$ cat src/rtl/ucpu_host_ctrl.sv
// rtl/ucpu_host_ctrl.sv - host command controller for UltraTiny CPU program load and run gating
// One command byte in, at most one response byte out; sole memory writer while the CPU is halted.
module ucpu_host_ctrl #(
  parameter int ADDR_W       = 4,
  parameter int STEP_TIMEOUT = 15
) (
  input  logic              clk,
  input  logic              rst_n,
  input  logic              cmd_valid,
  output logic              cmd_ready,
  input  logic [7:0]        cmd_data,
  output logic              rsp_valid,
  input  logic              rsp_ready,
  output logic [7:0]        rsp_data,
  output logic              mem_we,
  output logic [ADDR_W-1:0] mem_addr,
  output logic [7:0]        mem_wdata,
  input  logic [7:0]        mem_rdata,
  output logic              cpu_run,
  output logic              cpu_rst_n,
  input  logic              cpu_instr_done,
  input  logic [7:0]        cpu_acc,
  output logic              halted
);

  typedef enum logic [2:0] {
    S_IDLE, S_GET_DATA, S_WR, S_RD, S_STEP_WAIT, S_RST_PULSE, S_RESP
  } state_t;

  localparam logic [7:0] RSP_ERR = 8'hEE;
  localparam logic [7:0] RSP_TMO = 8'hEF;
  localparam logic [3:0] TMO_MAX = 4'(STEP_TIMEOUT);

  localparam logic [3:0] OP_NOP    = 4'h0;
  localparam logic [3:0] OP_WRITE  = 4'h1;
  localparam logic [3:0] OP_READ   = 4'h2;
  localparam logic [3:0] OP_RUN    = 4'h3;
  localparam logic [3:0] OP_HALT   = 4'h4;
  localparam logic [3:0] OP_STEP   = 4'h5;
  localparam logic [3:0] OP_RDACC  = 4'h6;
  localparam logic [3:0] OP_CPURST = 4'h7;

  state_t              state_q, state_d;
  logic                cpu_run_q, cpu_run_d;
  logic                cpu_rst_n_q, cpu_rst_n_d;
  logic                mem_we_q, mem_we_d;
  logic [ADDR_W-1:0]   mem_addr_q, mem_addr_d;
  logic [7:0]          mem_wdata_q, mem_wdata_d;
  logic [7:0]          rsp_data_q, rsp_data_d;
  logic [3:0]          tmo_cnt_q, tmo_cnt_d;
  logic                rst_cnt_q, rst_cnt_d;
  logic                wr_ok_q, wr_ok_d;
  logic                cmd_fire;
  logic [3:0]          opcode;

  assign cmd_ready = (state_q == S_IDLE) || (state_q == S_GET_DATA);
  assign cmd_fire  = cmd_valid & cmd_ready;
  assign opcode    = cmd_data[7:4];

  assign rsp_valid = (state_q == S_RESP);
  assign rsp_data  = rsp_data_q;
  assign mem_we    = mem_we_q;
  assign mem_addr  = mem_addr_q;
  assign mem_wdata = mem_wdata_q;
  assign cpu_run   = cpu_run_q;
  assign cpu_rst_n = cpu_rst_n_q;
  assign halted    = ~cpu_run_q;

  always_comb begin
    state_d     = state_q;
    cpu_run_d   = cpu_run_q;
    cpu_rst_n_d = cpu_rst_n_q;
    mem_we_d    = 1'b0;
    mem_addr_d  = mem_addr_q;
    mem_wdata_d = mem_wdata_q;
    rsp_data_d  = rsp_data_q;
    tmo_cnt_d   = tmo_cnt_q;
    rst_cnt_d   = rst_cnt_q;
    wr_ok_d     = wr_ok_q;

    case (state_q)
      S_IDLE: begin
        if (cmd_fire) begin
          case (opcode)
            OP_NOP: ;
            OP_WRITE: begin
              // The data byte is always consumed; the halted check is frozen here.
              wr_ok_d    = ~cpu_run_q;
              mem_addr_d = cmd_data[ADDR_W-1:0];
              state_d    = S_GET_DATA;
            end
            OP_READ: begin
              if (cpu_run_q) begin
                rsp_data_d = RSP_ERR;
                state_d    = S_RESP;
              end else begin
                mem_addr_d = cmd_data[ADDR_W-1:0];
                state_d    = S_RD;
              end
            end
            OP_RUN:  cpu_run_d = 1'b1;
            OP_HALT: cpu_run_d = 1'b0;
            OP_STEP: begin
              if (cpu_run_q) begin
                rsp_data_d = RSP_ERR;
                state_d    = S_RESP;
              end else begin
                cpu_run_d = 1'b1;
                tmo_cnt_d = 4'd0;
                state_d   = S_STEP_WAIT;
              end
            end
            OP_RDACC: begin
              rsp_data_d = cpu_acc;
              state_d    = S_RESP;
            end
            OP_CPURST: begin
              cpu_run_d   = 1'b0;
              cpu_rst_n_d = 1'b0;
              rst_cnt_d   = 1'b0;
              state_d     = S_RST_PULSE;
            end
            default: begin
              rsp_data_d = RSP_ERR;
              state_d    = S_RESP;
            end
          endcase
        end
      end

      S_GET_DATA: begin
        if (cmd_fire) begin
          if (wr_ok_q) begin
            mem_wdata_d = cmd_data;
            mem_we_d    = 1'b1;
            rsp_data_d  = cmd_data;
            state_d     = S_WR;
          end else begin
            rsp_data_d = RSP_ERR;
            state_d    = S_RESP;
          end
        end
      end

      S_WR: state_d = S_RESP;

      S_RD: begin
        rsp_data_d = mem_rdata;
        state_d    = S_RESP;
      end

      S_STEP_WAIT: begin
        // Completion takes priority over a timeout landing in the same cycle.
        if (cpu_instr_done) begin
          cpu_run_d  = 1'b0;
          rsp_data_d = cpu_acc;
          state_d    = S_RESP;
        end else begin
          tmo_cnt_d = (tmo_cnt_q == 4'hF) ? tmo_cnt_q : tmo_cnt_q + 4'd1;
          if (tmo_cnt_d >= TMO_MAX) begin
            cpu_run_d  = 1'b0;
            rsp_data_d = RSP_TMO;
            state_d    = S_RESP;
          end
        end
      end

      S_RST_PULSE: begin
        if (rst_cnt_q) begin
          cpu_rst_n_d = 1'b1;
          state_d     = S_IDLE;
        end else begin
          rst_cnt_d = 1'b1;
        end
      end

      S_RESP: begin
        if (rsp_ready) state_d = S_IDLE;
      end

      default: state_d = S_IDLE;
    endcase
  end

  always_ff @(posedge clk or negedge rst_n) begin
    if (!rst_n) begin
      state_q     <= S_IDLE;
      cpu_run_q   <= 1'b0;
      cpu_rst_n_q <= 1'b1;
      mem_we_q    <= 1'b0;
      mem_addr_q  <= '0;
      mem_wdata_q <= 8'h00;
      rsp_data_q  <= 8'h00;
      tmo_cnt_q   <= 4'd0;
      rst_cnt_q   <= 1'b0;
      wr_ok_q     <= 1'b0;
    end else begin
      state_q     <= state_d;
      cpu_run_q   <= cpu_run_d;
      cpu_rst_n_q <= cpu_rst_n_d;
      mem_we_q    <= mem_we_d;
      mem_addr_q  <= mem_addr_d;
      mem_wdata_q <= mem_wdata_d;
      rsp_data_q  <= rsp_data_d;
      tmo_cnt_q   <= tmo_cnt_d;
      rst_cnt_q   <= rst_cnt_d;
      wr_ok_q     <= wr_ok_d;
    end
  end

endmodule

$ cat config.mk
export PLATFORM = sky130hd
export DESIGN_NAME = ucpu_host_ctrl
export DESIGN_NICKNAME = d
export VERILOG_FILES = /design/src/rtl/ucpu_host_ctrl.sv
export SDC_FILE = /design/constraint.sdc
export NUM_CORES = 1
export LEC_CHECK = 0
export ABC_AREA = 1
export CORE_ASPECT_RATIO = 0.9
export CORE_MARGIN = 4
export CORE_UTILIZATION = 44
export CTS_CLUSTER_SIZE = 10
export DETAILED_ROUTE_END_ITERATION = 8
export PLACE_DENSITY = 0.77
export REMOVE_ABC_BUFFERS = 1
export SYNTH_ARGS = -nofsm -noshare
export SYNTH_HDL_FRONTEND = slang
export SYNTH_SLANG_ARGS = --single-unit
$ cat constraint.sdc
create_clock -name clk -period 1.85 [get_ports clk]
set_clock_uncertainty 0.15 [all_clocks]
set_input_delay 0.37 -clock clk [delete_from_list [all_inputs] [get_ports clk]]
set_output_delay 0.37 -clock clk [all_outputs]
set_load 0.02 [all_outputs]
==> flow_summary.yaml, run 1 <==
power:
  p_int_mw: 2.61
  power_frac_clock: 0.161
  p_switching_mw: 1.92
  p_leak_nw: 1.60
  comb_power_share: 0.587
  p_sw_frac: 0.424
  cellPowerDensity_nw_per_um2: 1390
  totalPowerFinal_mw: 4.53
  pwr-share-seq: 0.251
  peakVddDrop_uv: 744
synth:
  ys.flop_type: "dfrtp_1"
  syn-cell-area_um2: 2040
  synth-edff-count: 0
  synth_top_area_cell: "dfrtp_1"
  synth_most_common_cell: "nand2_1"
  yosys_register_bits: 32
  synth.avg_cell_area_um2: 6.74
  synth_cells: 302
  yosys-top-cells-count: "118 x nand2_1, 37 x o21ai_0, 31 x dfrtp_1, 31 x inv_1, 21 x nand3_1"
  synth_cell_types: 29
  postSynth.asyncResetShare: 1.00
  synth.top_cell.area_share: 0.381
  ys_seq_area_frac: 0.394
  yosys_warnings: 0
  synth.area.top_cells: "dfrtp_1 38%, nand2_1 22%, o21ai_0 9.1%"
timing:
  max_freq_ghz: 0.558
  whs_ns: 0.294
  final-setup-viol-count: 0
  layout_setup_ws_ns: 0.0566
  timing.slew.headroom: 0.776
  final.min_clock_period_ns: 1.79
  worst_pin_slew_ns: 0.335
  setup_tns_ns: 0
  min_period_over_period: 0.969
  rsz0062_at_grt: "true"
  final-max-slew-violation-count: 0
  hold_viol: 0
routing:
  antenna_left: 0
  via_per_inst: 5.08
  routed_wl_mm: 6.29
  vias: 2337
  drt_first_pass_iters: 4
  drc: 0
  wl_per_cell_um: 13.7
  drt_iter0_drc: 134
layout:
  final_area_um2: 3270
  seq_area_um2: 803
  diodes: 0
  fillCellCount: 360
  final_nets: 427
  multi_input_area_um2: 1200
  syn_to_final_growth_pct: 60.7
  drive_gt1_frac: 0.254
worst_setup_path:
  r2r-start: "tmo_cnt_q[1]"
  worstPathArrival_ns: 1.27
  cp.required_ns: 1.33
  crit_buf_inv: 1
  crit_path_end_kind: "output pin"
  slowest_delay_ns: 0.42
  worstPathMaxFanout: 4
  crit_family: "flip-flops"
  cp-start-kind: "flip-flop"
  crit_start: "state_q[1]"
  slowest_stage: "dfrtp_1"
  path_class: "reg -> out"
  worstPathCellList: "nor2_1 > clkdlybuf4s15_1"
placed_design:
  place_area_um2: 2900
  dp_hpwl_mm: 4.64
  gp_congestion: 0.922
  dp_slack_ns: -0.307
  port_buffers: 54
worst_hold_path:
  hp-class: "in -> async"
floorplanning:
  fp.dieW_um: 79.7
  row_count: 23
  die_y_um: 72.5
  ios: 55
  start_util: 0.456
  dieArea_um2: 5780
  core_um2: 4460
grt:
  overflow: 0
  grt_antenna_before_repair: 0
  track_usage: 0.227
  grt_pass1_wl_mm: 10.4
  grt_pass1_vias: 2365
  grt_max_degree: 33
clocking:
  cts_max_path_buffers: 2
  clk_pin_slew_worst_paths_ns: 0.07
  numCtsBuffers: 5
  cts_root_buf: "clkbuf_8"
  ctsHoldBuffers: 0
  cts_tree: "yes"
  clock_latency_ns: 0.28
  clock_sinks: 32
  h-tree-depth: 2
run:
  maxCapViolations: 0
run_status:
  status: "completed"
[final cells by class]
type	count	share of cell area
timing repair buffer	95	0.282
multi-input combinational	227	0.368
inverter	36	0.0421
clock inverter	1	0.00918
tap	62	0.0237
sequential	32	0.246
clock buffer	7	0.0295
[power by group through the flow]
stage / logic (mW) / clock network [mW] / registers (mW)
final: 2.66 / 0.731 / 1.14
after detailed placement: 2.35 / 0 / 1.13
after global routing: 2.95 / 0.771 / 1.17
after floorplan: 1.06 / 0 / 1.37
after global placement: 2.32 / 0 / 1.13
after CTS: 2.38 / 0.739 / 1.12
[metrics by stage]
step / util / instances
2_1_floorplan: - / 294
3_3_place_gp: 0.650 / 444
3_5_place_dp: 0.650 / 444
4_1_cts: 0.684 / 453
5_1_grt: 0.733 / 460
6_report: 0.733 / 460
[cell usage in the layout (no fill, tap or decap), types with 2 or more instances in the layout]
master           instances
nor2_1                  13
clkdlybuf4s50_1         45
a21oi_1                  2
o21ai_0                 36
nor2_2                   4
buf_6                    4
inv_1                   28
nand4_1                 11
dlygate4sd2_1            4
inv_2                    7
nand2_2                 17
dlymetal6s2s_1           3
buf_4                   32
nand3_4                  3
nand2_4                  3
nand3_1                 18
nand2_1                100
nand3_2                  3
nor2_4                   6
clkbuf_8                 7
dfrtp_1                 30
nor3_1                   2
buf_12                   5
[flip-flops by register name (all words and copies together) (netlist names)]
signal / cells
mem_we: 1
mem_wdata: 8
state_q: 3
cpu_rst_n: 1
rst_cnt_q: 1
mem_addr: 4
rsp_data: 8
wr_ok_q: 1
tmo_cnt_q: 4
cpu_run: 1
[kinds of logic after synthesis]
family / count (synthesis) / synth area share
simple gates: 181 / 0.396
compound gates: 44 / 0.114
buf+inv: 44 / 0.0903
flops: 32 / 0.394
fa+ha+maj: 1 / 0.00615
[final timing paths]
| check | slack (ns) | to | cells past startpoint |
|---|---|---|---|
| worst max register to register | 0.06 | cpu_run | 10 |
| worst min-delay path | 0.29 | cpu_run | 2 |
| worst min register to register | 0.32 | rsp_data[3] | 2 |
| worst max-delay path | 0.06 | cmd_ready | 2 |
| min in group clk | 0.32 | rsp_data[3] | 2 |
| max in group asynchronous | 1.02 | cpu_rst_n | 2 |
[timing repair]
action                     in CTS  in global routing
gates resized for setup        14                 46
setup endpoints to repair      17                 23
pin swaps                       1                 19
gates cloned                    0                  1
setup buffers                   1                  6
[routing by layer]
layer / up-vias / share of wire / global-route usage
met2: 87 / 0.47 / 0.362
met5: - / 0 / 0
met1: 1072 / 0.44 / 0.304
li1: 1159 / - / -
met4: 0 / 0.028 / 0.107
met3: 19 / 0.056 / 0.0347
Power figures use the tool's default switching activity.
==> run 2, diff against run 1 <==
--- a/config.mk
+++ b/config.mk
@@ -5,13 +5,11 @@
 export SDC_FILE = /design/constraint.sdc
 export NUM_CORES = 1
 export LEC_CHECK = 0
-export ABC_AREA = 1
 export CORE_ASPECT_RATIO = 0.9
 export CORE_MARGIN = 4
-export CORE_UTILIZATION = 44
+export CORE_UTILIZATION = 35
 export CTS_CLUSTER_SIZE = 10
 export DETAILED_ROUTE_END_ITERATION = 8
-export PLACE_DENSITY = 0.77
 export REMOVE_ABC_BUFFERS = 1
 export SYNTH_ARGS = -nofsm -noshare
 export SYNTH_HDL_FRONTEND = slang
==> run 2 against run 1 <==
Against the previous run: the flow now finishes with violations (negative setup slack); via count is 15% lower; maximum frequency is 15% lower; die area increased by 16%; register-to-register slack worse by 0.32 ns; total power fell by 13%; sequential power decreased by 7%; core utilization fell by 12 points; routed wire length shrank 3.7%; cell count fell by 17%; worst setup slack worse by 0.32 ns; synthesized cell count is 31% lower; synthesized area down 6.1%; largest cell class unchanged; largest power group unchanged; highest routed layer unchanged.
==> flow_summary.yaml, run 2 <==
worst_setup_path:
  path_class: "reg -> reg"
  slowest_stage: "dfrtp_1"
  crit_family: "simple AND/OR/NAND/NOR gates"
  crit_path_end_kind: "flip-flop"
  worstPathMaxFanout: 7
  worstPathCellList: "or2_1 > or3_4 > o32a_1 > o21a_2 > buf_12 > mux2_4"
  cp.required_ns: 1.87
  slowest_delay_ns: 0.43
  worstPathArrival_ns: 2.14
  cp-start-kind: "flip-flop"
  crit_buf_inv: 1
layout:
  fin_cells: 380
  diodes: 0
  final_common_cell: "buf_4"
  seq_area_um2: 805
  fin_util: 0.609
  final_cell_mix: "49 x buf_4, 43 x clkdlybuf4s50_1, 29 x dfrtp_1, 22 x nand2_1, 15 x o21ai_0"
  drive_gt1_frac: 0.367
  fillCellCount: 457
  multi_input_area_um2: 1170
  syn_to_final_growth_pct: 68.4
  final_nets: 342
grt:
  grt_pass1_vias: 1926
  track_usage: 0.189
  grt_antenna_before_repair: 0
  overflow: 0
  grt_max_degree: 20
  grt_pass1_wl_mm: 9.96
power:
  comb_power_share: 0.556
  p_sw_frac: 0.369
  totalPowerFinal_mw: 3.93
  p_int_mw: 2.48
  cellPowerDensity_nw_per_um2: 1220
  power_frac_clock: 0.174
  peakVddDrop_uv: 932
  p_leak_nw: 1.40
  pwr-share-seq: 0.270
  p_switching_mw: 1.45
placed_design:
  gp_congestion: 0.922
  port_buffers: 54
  dp_hpwl_mm: 4.40
  dpl.cell_count: 366
  dp_slack_ns: -0.555
clocking:
  ctsHoldBuffers: 0
  clock_latency_ns: 0.29
  clock_sinks: 32
  numCtsBuffers: 5
  clk_pin_slew_worst_paths_ns: 0.07
  cts_max_path_buffers: 2
  h-tree-depth: 2
  cts_root_buf: "clkbuf_8"
  cts_tree: "yes"
timing:
  min_period_over_period: 1.14
  hold_viol: 0
  final.min_clock_period_ns: 2.12
  worst_pin_slew_ns: 0.462
  final-max-slew-violation-count: 0
  final-setup-viol-count: 21
  rsz0062_at_grt: "true"
  layout_setup_ws_ns: -0.265
  timing.slew.headroom: 0.689
  max_freq_ghz: 0.473
synth:
  yosys-top-cells-count: "31 x dfrtp_1, 23 x nand2_1, 19 x a21oi_1, 18 x o21ai_0, 14 x nor2_1"
  postSynth.asyncResetShare: 1.00
  synth_cells: 208
  synth.top_cell.area_share: 0.406
  synth.area.top_cells: "dfrtp_1 41%, mux2_2 6.5%, mux2_4 5.5%"
  ys.flop_type: "dfrtp_1"
  yosys_warnings: 0
  synth-edff-count: 0
  synth.avg_cell_area_um2: 9.19
  synth_most_common_cell: "dfrtp_1"
  yosys_register_bits: 32
  ys_seq_area_frac: 0.420
  syn-cell-area_um2: 1910
  synth_top_area_cell: "dfrtp_1"
  synth_cell_types: 45
floorplanning:
  core_um2: 5290
  start_util: 0.361
  dieArea_um2: 6710
  die_y_um: 78.1
  row_count: 25
  fp.dieW_um: 85.9
  ios: 55
routing:
  drt_first_pass_iters: 4
  wl_per_cell_um: 15.9
  via_per_inst: 5.22
  drc: 0
  routed_wl_mm: 6.05
  drt_iter0_drc: 73
  antenna_left: 0
  vias: 1982
worst_hold_path:
  hp-class: "in -> async"
run_status:
  status: "finished, violations left"
  violations: "negative setup slack"
run:
  maxCapViolations: 0
[run 2: cell count changes in the layout (fill, tap and decap cells not counted), moves of 8 or more]
cell / delta
nand3_1: -15
inv_1: -17
nand2_1: -78
o21ai_0: -21
nand4_1: -10
nand2_2: -16
mux2_4: +8
buf_4: +17
mux2_2: +10
o22ai_1: +8
a21oi_1: +11
[run 2: area by class of cell]
cell class	count	area share
Inverter	12	0.0140
Clock buffer	6	0.0226
Multi-Input combinational cell	150	0.364
Tap cell	67	0.0261
Clock inverter	2	0.0109
Timing Repair Buffer	111	0.313
Sequential cell	32	0.250
[run 2: path summary, 6_finish.rpt]
| kind | startpoint | endpoint | slack [ns] | cells after the start |
|---|---|---|---|---|
| max | state_q[1] | rsp_data[3] | -0.27 | 6 |
| min | rst_n | state_q[0] | 0.27 | 2 |
| max reg2reg | state_q[1] | rsp_data[3] | -0.27 | 6 |
| min reg2reg | mem_wdata[3] | mem_wdata[3] | 0.34 | 2 |
| max in group asynchronous | rst_n | cpu_rst_n | 1.04 | 2 |
| min in group clk | mem_wdata[3] | mem_wdata[3] | 0.34 | 2 |
[run 2: per-stage QoR]
| step | hold WS [ns] | cell area (um^2) | TNS [ns] |
|---|---|---|---|
| detailed placement | 0.329 | 2860 | -10.23 |
| global placement | 0.313 | 2860 | -9.72 |
| global route | 0.295 | 3220 | -5.06 |
| finish | 0.267 | 3220 | -3.93 |
| CTS | 0.278 | 3120 | -3.61 |
| floorplan | -0.0756 | 1840 | -4.64 |
[run 2: worst register-to-register path, cell delays in order, from the launching register on]
cell and delay [ns]:
dfrtp_1 0.43, or2_1 0.27, or3_4 0.37, o32a_1 0.18, o21a_2 0.15, buf_12 0.15
mux2_4 0.29
[run 2: power by group through the flow]
stage | logic [mW] | registers, mW | clock network (mW)
floorplan | 0.768 | 1.21 | 0
global placement | 1.87 | 1.05 | 0
detailed placement | 1.88 | 1.04 | 0
CTS | 2.01 | 1.05 | 0.690
global route | 2.35 | 1.08 | 0.723
finish | 2.18 | 1.06 | 0.681
[run 2: cells by family (layout without fill, tap and decap cells)]
logic type | count (synthesis) | count (layout) | share of synthesized area
multiplexers | 19 | 19 | 0.125
XOR/XNOR | 2 | 2 | 0.00917
adder cells (fa/ha/maj) | 1 | 1 | 0.00655
flip-flops | 32 | 32 | 0.420
AND/OR/NAND/NOR | 64 | 64 | 0.170
AO/OA/AOI/OAI | 64 | 64 | 0.209
buffers and inverters | 26 | 131 | 0.0609
[run 2: per-layer routing]
metal,up-vias,GRT usage,part of all wire
li1,947,-,-
met2,57,0.297,0.46
met4,0,0.0554,0.017
met1,968,0.257,0.46
met5,-,0,0
met3,10,0.0462,0.060
[run 2: timing repair]
item                                    4_1_cts  5_1_grt
buffers inserted                              4        3
resized for setup                            41       21
endpoints found under the setup margin       28       27
pin swaps                                    12        7
